`src/rtl/spi_msg_pkg.sv`:
```
// Shared definitions for the spi_msg command sequencer: state encodings,
// command byte layout and message geometry.
package spi_msg_pkg;

    localparam logic [2:0] ST_IDLE       = 3'd0;
    localparam logic [2:0] ST_STATUS     = 3'd1;
    localparam logic [2:0] ST_RD_FETCH   = 3'd2;
    localparam logic [2:0] ST_RD_SEND    = 3'd3;
    localparam logic [2:0] ST_WR_COLLECT = 3'd4;
    localparam logic [2:0] ST_WR_COMMIT  = 3'd5;

    typedef enum logic [2:0] {
        IDLE       = ST_IDLE,
        STATUS     = ST_STATUS,
        RD_FETCH   = ST_RD_FETCH,
        RD_SEND    = ST_RD_SEND,
        WR_COLLECT = ST_WR_COLLECT,
        WR_COMMIT  = ST_WR_COMMIT
    } state_t;

    localparam int unsigned CMD_ACCESS      = 7;
    localparam int unsigned CMD_WRITE       = 6;
    localparam logic [7:0]  DEF_STATUS_BYTE = 8'h5A;
    localparam int unsigned MSG_DATA_BYTES  = 4;

endpackage

```
`src/rtl/spi_msg_timeout.sv`:
```
// Register-access watchdog: loaded on start, expired once ACK_TIMEOUT cycles
// have elapsed since the start edge, stopped by clear.
module spi_msg_timeout #(
    parameter int unsigned ACK_TIMEOUT = 64
) (
    input  logic clk200MHz,
    input  logic reset,
    input  logic start,
    input  logic clear,
    output logic expired
);
    localparam int unsigned CW = (ACK_TIMEOUT > 1) ? $clog2(ACK_TIMEOUT) : 1;

    logic [CW-1:0] count;
    logic          running;

    always_ff @(posedge clk200MHz) begin
        if (reset) begin
            count   <= '0;
            running <= 1'b0;
        end else if (start) begin
            count   <= CW'(ACK_TIMEOUT - 1);
            running <= 1'b1;
        end else if (clear) begin
            running <= 1'b0;
        end else if (running && count != '0) begin
            count <= count - 1'b1;
        end
    end

    assign expired = running && (count == '0);

endmodule

```
`src/rtl/spi_msg_seq.sv`:
```
// Command sequencer between the byte-level SPI slave and the register file:
// decodes the command byte, runs register handshakes, supplies MISO bytes.
module spi_msg_seq
    import spi_msg_pkg::*;
#(
    parameter logic [7:0]  STATUS_BYTE = DEF_STATUS_BYTE,
    parameter int unsigned ACK_TIMEOUT = 64,
    parameter logic [7:0]  IDLE_TX     = 8'h00
) (
    input  logic        clk200MHz,
    input  logic        reset,
    input  logic        ss_active,
    input  logic        rx_valid,
    input  logic [7:0]  rx_byte,
    output logic [7:0]  tx_byte,
    output logic [3:0]  reg_addr,
    output logic        reg_re,
    output logic        reg_we,
    output logic [31:0] reg_wdata,
    input  logic [31:0] reg_rdata,
    input  logic        reg_ack,
    output logic        busy,
    output logic        err
);
    localparam logic [1:0] LAST = 2'(MSG_DATA_BYTES - 1);

    state_t      state;
    logic [1:0]  cnt;
    logic [31:0] shreg;
    logic        pend_valid;
    logic [7:0]  pend_byte;
    logic [7:0]  cmd;
    logic        cmd_ok;
    logic        tmr_start;
    logic        tmr_clear;
    logic        tmr_expired;

    // A byte parked during a write commit is decoded ahead of fresh input.
    always_comb begin
        cmd       = pend_valid ? pend_byte : rx_byte;
        cmd_ok    = ss_active && (pend_valid || rx_valid);
        tmr_start = 1'b0;
        if (state == IDLE && cmd_ok && cmd[CMD_ACCESS] && !cmd[CMD_WRITE])
            tmr_start = 1'b1;
        if (state == WR_COLLECT && ss_active && rx_valid && cnt == LAST)
            tmr_start = 1'b1;
        tmr_clear = (state != RD_FETCH) && (state != WR_COMMIT);
    end

    spi_msg_timeout #(
        .ACK_TIMEOUT(ACK_TIMEOUT)
    ) u_timeout (
        .clk200MHz(clk200MHz),
        .reset    (reset),
        .start    (tmr_start),
        .clear    (tmr_clear),
        .expired  (tmr_expired)
    );

    assign busy = (state != IDLE);

    always_ff @(posedge clk200MHz) begin
        if (reset) begin
            state      <= IDLE;
            cnt        <= '0;
            shreg      <= '0;
            pend_valid <= 1'b0;
            pend_byte  <= '0;
            tx_byte    <= IDLE_TX;
            reg_addr   <= '0;
            reg_re     <= 1'b0;
            reg_we     <= 1'b0;
            reg_wdata  <= '0;
            err        <= 1'b0;
        end else begin
            err <= 1'b0;
            if (!ss_active)
                pend_valid <= 1'b0;
            // A closed frame abandons everything except an already-issued write.
            if (!ss_active && state != IDLE && state != WR_COMMIT) begin
                state   <= IDLE;
                reg_re  <= 1'b0;
                tx_byte <= IDLE_TX;
            end else begin
                unique case (state)
                    IDLE: if (cmd_ok) begin
                        pend_valid <= 1'b0;
                        reg_addr   <= cmd[3:0];
                        cnt        <= '0;
                        if (!cmd[CMD_ACCESS]) begin
                            state   <= STATUS;
                            tx_byte <= STATUS_BYTE;
                        end else if (!cmd[CMD_WRITE]) begin
                            state  <= RD_FETCH;
                            reg_re <= 1'b1;
                        end else begin
                            state <= WR_COLLECT;
                        end
                    end
                    STATUS: if (rx_valid) begin
                        state   <= IDLE;
                        tx_byte <= IDLE_TX;
                    end
                    RD_FETCH: begin
                        if (rx_valid) begin
                            err <= 1'b1;
                            cnt <= cnt + 2'd1;
                        end
                        if (reg_ack) begin
                            shreg   <= reg_rdata;
                            tx_byte <= reg_rdata[31:24];
                            reg_re  <= 1'b0;
                            state   <= RD_SEND;
                        end else if (tmr_expired) begin
                            shreg   <= '1;
                            tx_byte <= 8'hFF;
                            reg_re  <= 1'b0;
                            err     <= 1'b1;
                            state   <= RD_SEND;
                        end
                    end
                    RD_SEND: if (rx_valid) begin
                        if (cnt == LAST) begin
                            tx_byte <= IDLE_TX;
                            state   <= IDLE;
                        end else begin
                            tx_byte <= shreg[23:16];
                            shreg   <= {shreg[23:0], 8'h00};
                            cnt     <= cnt + 2'd1;
                        end
                    end
                    WR_COLLECT: if (rx_valid) begin
                        reg_wdata <= {reg_wdata[23:0], rx_byte};
                        if (cnt == LAST) begin
                            reg_we <= 1'b1;
                            state  <= WR_COMMIT;
                        end else begin
                            cnt <= cnt + 2'd1;
                        end
                    end
                    WR_COMMIT: begin
                        if (rx_valid && ss_active) begin
                            if (pend_valid)
                                err <= 1'b1;
                            pend_valid <= 1'b1;
                            pend_byte  <= rx_byte;
                        end
                        if (reg_ack) begin
                            reg_we <= 1'b0;
                            state  <= IDLE;
                        end else if (tmr_expired) begin
                            reg_we <= 1'b0;
                            err    <= 1'b1;
                            state  <= IDLE;
                        end
                    end
                    default: state <= IDLE;
                endcase
            end
        end
    end

endmodule
```
`config.mk`:
```
export PLATFORM = sky130hd
export DESIGN_NAME = spi_msg_seq
export DESIGN_NICKNAME = d
export VERILOG_FILES = /design/src/rtl/spi_msg_pkg.sv /design/src/rtl/spi_msg_timeout.sv /design/src/rtl/spi_msg_seq.sv
export SDC_FILE = /design/constraint.sdc
export NUM_CORES = 1
export LEC_CHECK = 0
export BUFFER_PORTS_ARGS = -buffer_cell sky130_fd_sc_hd__buf_2
export CORE_MARGIN = 4
export CORE_UTILIZATION = 50
export CTS_BUF_LIST = sky130_fd_sc_hd__clkbuf_4 sky130_fd_sc_hd__clkbuf_8
export DETAILED_ROUTE_END_ITERATION = 8
export HOLD_SLACK_MARGIN = 0.15
export MAX_ROUTING_LAYER = met4
export PLACE_DENSITY = 0.76
export SETUP_SLACK_MARGIN = 0.4
export SKIP_LAST_GASP = 1
export SLEW_MARGIN = 10
export SYNTH_ARGS = -nofsm -noshare
export SYNTH_HDL_FRONTEND = slang
export SYNTH_HIERARCHICAL = 1
export SYNTH_SLANG_ARGS = --single-unit
```
`constraint.sdc`:
```
create_clock -name clk200MHz -period 3.2 [get_ports clk200MHz]
set_clock_uncertainty 0.05 [all_clocks]
set_input_delay 0.64 -clock clk200MHz [delete_from_list [all_inputs] [get_ports clk200MHz]]
set_output_delay 0.64 -clock clk200MHz [all_outputs]
set_load 0.005 [all_outputs]
```
==> reports/metrics.yaml <==
overflow: 0
fin_tns_setup_ns: 0
crit_start: "u_timeout/count[0]$_SDFFE_PP0P_"
start_util: 0.515
status: "completed"
drc: 0
detail_route.wirelength_um: 9740
dp_hpwl_um: 6860
synth_top_area_share: 0.423
regArea_um2: 1800
setup_violations: 0
yosysTopAreaCell: "dfxtp_1"
core_area_um2: 8260
cp-start-kind: "flip-flop"
synthDistinctLibCells: 59
gp_congestion: 0.800
num_io_pins: 93
cts_buffer_depth: 2
cp.required_ns: 3.44
num_vias: 3722
synth_edf_count: 0
clk_pin_slew_worst_paths_ns: 0.11
reg2reg_from: "u_timeout/count[0]$_SDFFE_PP0P_"
syn-cell-area_um2: 4260
stdcell_count: 685
die_area_um2: 10100
cap_violations: 0
drtIter0Drc: 161
syn_area_per_cell_um2: 8.43
arrival_ns: 2.81
slew_violations: 0
slew_headroom: 0.310
synth.net_count: 553
worstReg2RegEnd: "shreg[13]$_SDFFE_PP0P_"
yosysSeqAreaShare: 0.423
vias_per_cell: 5.43
rows: 33
synth_top_flop_cell: "dfxtp_1"
leakage_nw: 1.82
worstHoldPathType: "flip-flop to flip-flop"
firstDrtPassIters: 4
worst_slew_pin_slew_ns: 1.03
grt_pass1_vias: 3365
synthMostInstantiatedCell: "nand2_1"
clk_latency_ns: 0.36
htree_levels: 3
endpoint: "shreg[13]$_SDFFE_PP0P_"
path_max_fanout: 24
multi_input_area_um2: 2230
cts_tree: "done"
async_flop_share: 0
syn_inst: 505
cts_sinks: 90
postRouteAntennaNets: 0
grt_pass1_wl_um: 16100
ir_drop_mv: 0.203
synth_area_leaders: "dfxtp_1 (42%), nand2_1 (8.2%), a21oi_1 (7.2%)"
die_h_um: 100
yosys-top-cells-count: "nand2_1 (93), dfxtp_1 (90), a21oi_1 (61)"
dp_cells: 669
antenna_found_initial: 0
nets: 623
critPathKind: "flip-flop to flip-flop"
nFillCells: 761
rsz0062_at_grt: "no"
hold_buffers: 0
die_x_um: 100
rrSetupSlack_ns: 0.63
p_per_area_nw_per_um2: 439
wl_per_cell_um: 14.2
endpoint_kind: "flip-flop"
diodes: 0
grt_max_degree: 64
area_growth_pct: 15.3
cts.repair.resized: 0
finalCritPeriodShare: 0.804
hold_viol_final: 0
yosys_register_bits: 90
fin_crit_ns: 2.57
yosys_warnings: 6
fmaxAchievable_mhz: 389
post-cts-setup-buffer-count: 0
grt_usage: 0.199
io_buffer_count: 92
cts_root_buf: "clkbuf_8"
ff2ff_path_depth: 8
cts-buffers-inserted: 9
final_layout_size_suffix_gt1_frac: 0.262
==> cells in the final DEF (no fill, tap or decap), types with 2 or more instances in the layout <==
master and instances:
inv_1 7, nand3b_1 18, a21oi_1 61, nor3_4 2, a2111oi_0 2, nor2b_1 6, o211ai_1 4, dfxtp_1 90
nand2b_1 15, o21a_1 3, nand3_1 10, clkbuf_8 9, nor3b_1 3, clkinvlp_4 2, a211oi_1 19, a21oi_2 10
buf_2 92, inv_8 2, o211ai_2 12, nand2_1 93, a22oi_1 5, a31oi_1 4, mux2i_1 14, a2111o_1 2
o21ai_0 9, nor2_1 40, buf_4 8, ha_1 3, or3_1 3, and3_1 2
==> stage by stage <==
step | util | area [um2] | setup slack (ns) | hold slack, ns | power (mW)
global route | 0.594 | 4910 | 0.421 | 0.433 | 2.25
global placement | 0.570 | 4710 | 0.723 | 0.388 | 1.41
detailed placement | 0.570 | 4710 | 0.616 | 0.396 | 1.41
finish | 0.594 | 4910 | 0.628 | 0.409 | 2.15
CTS | 0.594 | 4910 | 0.635 | 0.411 | 2.17
floorplan | - | 4260 | 0.880 | 0.382 | 1.34
==> state kept, by name, indices dropped and copies added, names as in the netlist, 2 cells and up <==
register,cells
pend_byte,6
reg_addr,4
cnt,2
state,3
shreg,24
u_timeout/count,6
reg_wdata,32
tx_byte,8
==> layout make-up <==
class | instances | share of cell area
multi-input combinational | 366 | 0.454
clock buffer | 9 | 0.0252
timing repair buffer | 100 | 0.106
inverter | 8 | 0.00612
clock inverter | 7 | 0.0145
sequential | 90 | 0.367
tap | 105 | 0.0268
==> worst min path at each step <==
stage | start | endpoint | slack [ns] | cells past startpoint
after detailed placement | reg_wdata[26]$_SDFFE_PP0P_ | reg_wdata[26]$_SDFFE_PP0P_ | 0.40 | 2
after global routing | reg_wdata[28]$_SDFFE_PP0P_ | reg_wdata[28]$_SDFFE_PP0P_ | 0.43 | 2
after global placement | shreg[1]$_SDFFE_PP0P_ | shreg[1]$_SDFFE_PP0P_ | 0.39 | 2
after CTS | shreg[21]$_SDFFE_PP0P_ | shreg[21]$_SDFFE_PP0P_ | 0.41 | 2
after floorplan | shreg[0]$_SDFFE_PP0P_ | shreg[0]$_SDFFE_PP0P_ | 0.38 | 2
final | reg_wdata[26]$_SDFFE_PP0P_ | reg_wdata[26]$_SDFFE_PP0P_ | 0.41 | 2
==> power by group <==
group          internal [mW]  switching (mW)
registers               1.14          0.0219
clock network          0.304           0.462
logic                 0.0976           0.123
==> per-layer routing <==
metal,routed length (um),vias up,global-route usage
li1,-,1903,-
met1,4520,1729,0.269
met2,4700,79,0.305
met3,395,11,0.0341
met4,121,0,0.0570
met5,0,-,-
==> worst max-delay path, cell delays in order, from the launching register on <==
cell and delay (ns):
dfxtp_1 0.37, inv_1 0.08, ha_1 0.31, and3_1 0.26
or2_2 0.32, a22o_4 0.26, nand2_1 0.53, nand2_1 0.15
a21oi_2 0.15
==> kinds of logic after synthesis <==
logic type,synth area share
XOR/XNOR,0.00206
adder cells (fa/ha/maj),0.00882
flip-flops,0.423
AND/OR/NAND/NOR,0.238
AO/OA/AOI/OAI,0.240
buffers and inverters,0.0547
multiplexers,0.0329
Note: power is estimated with default switching activity, not from simulation.
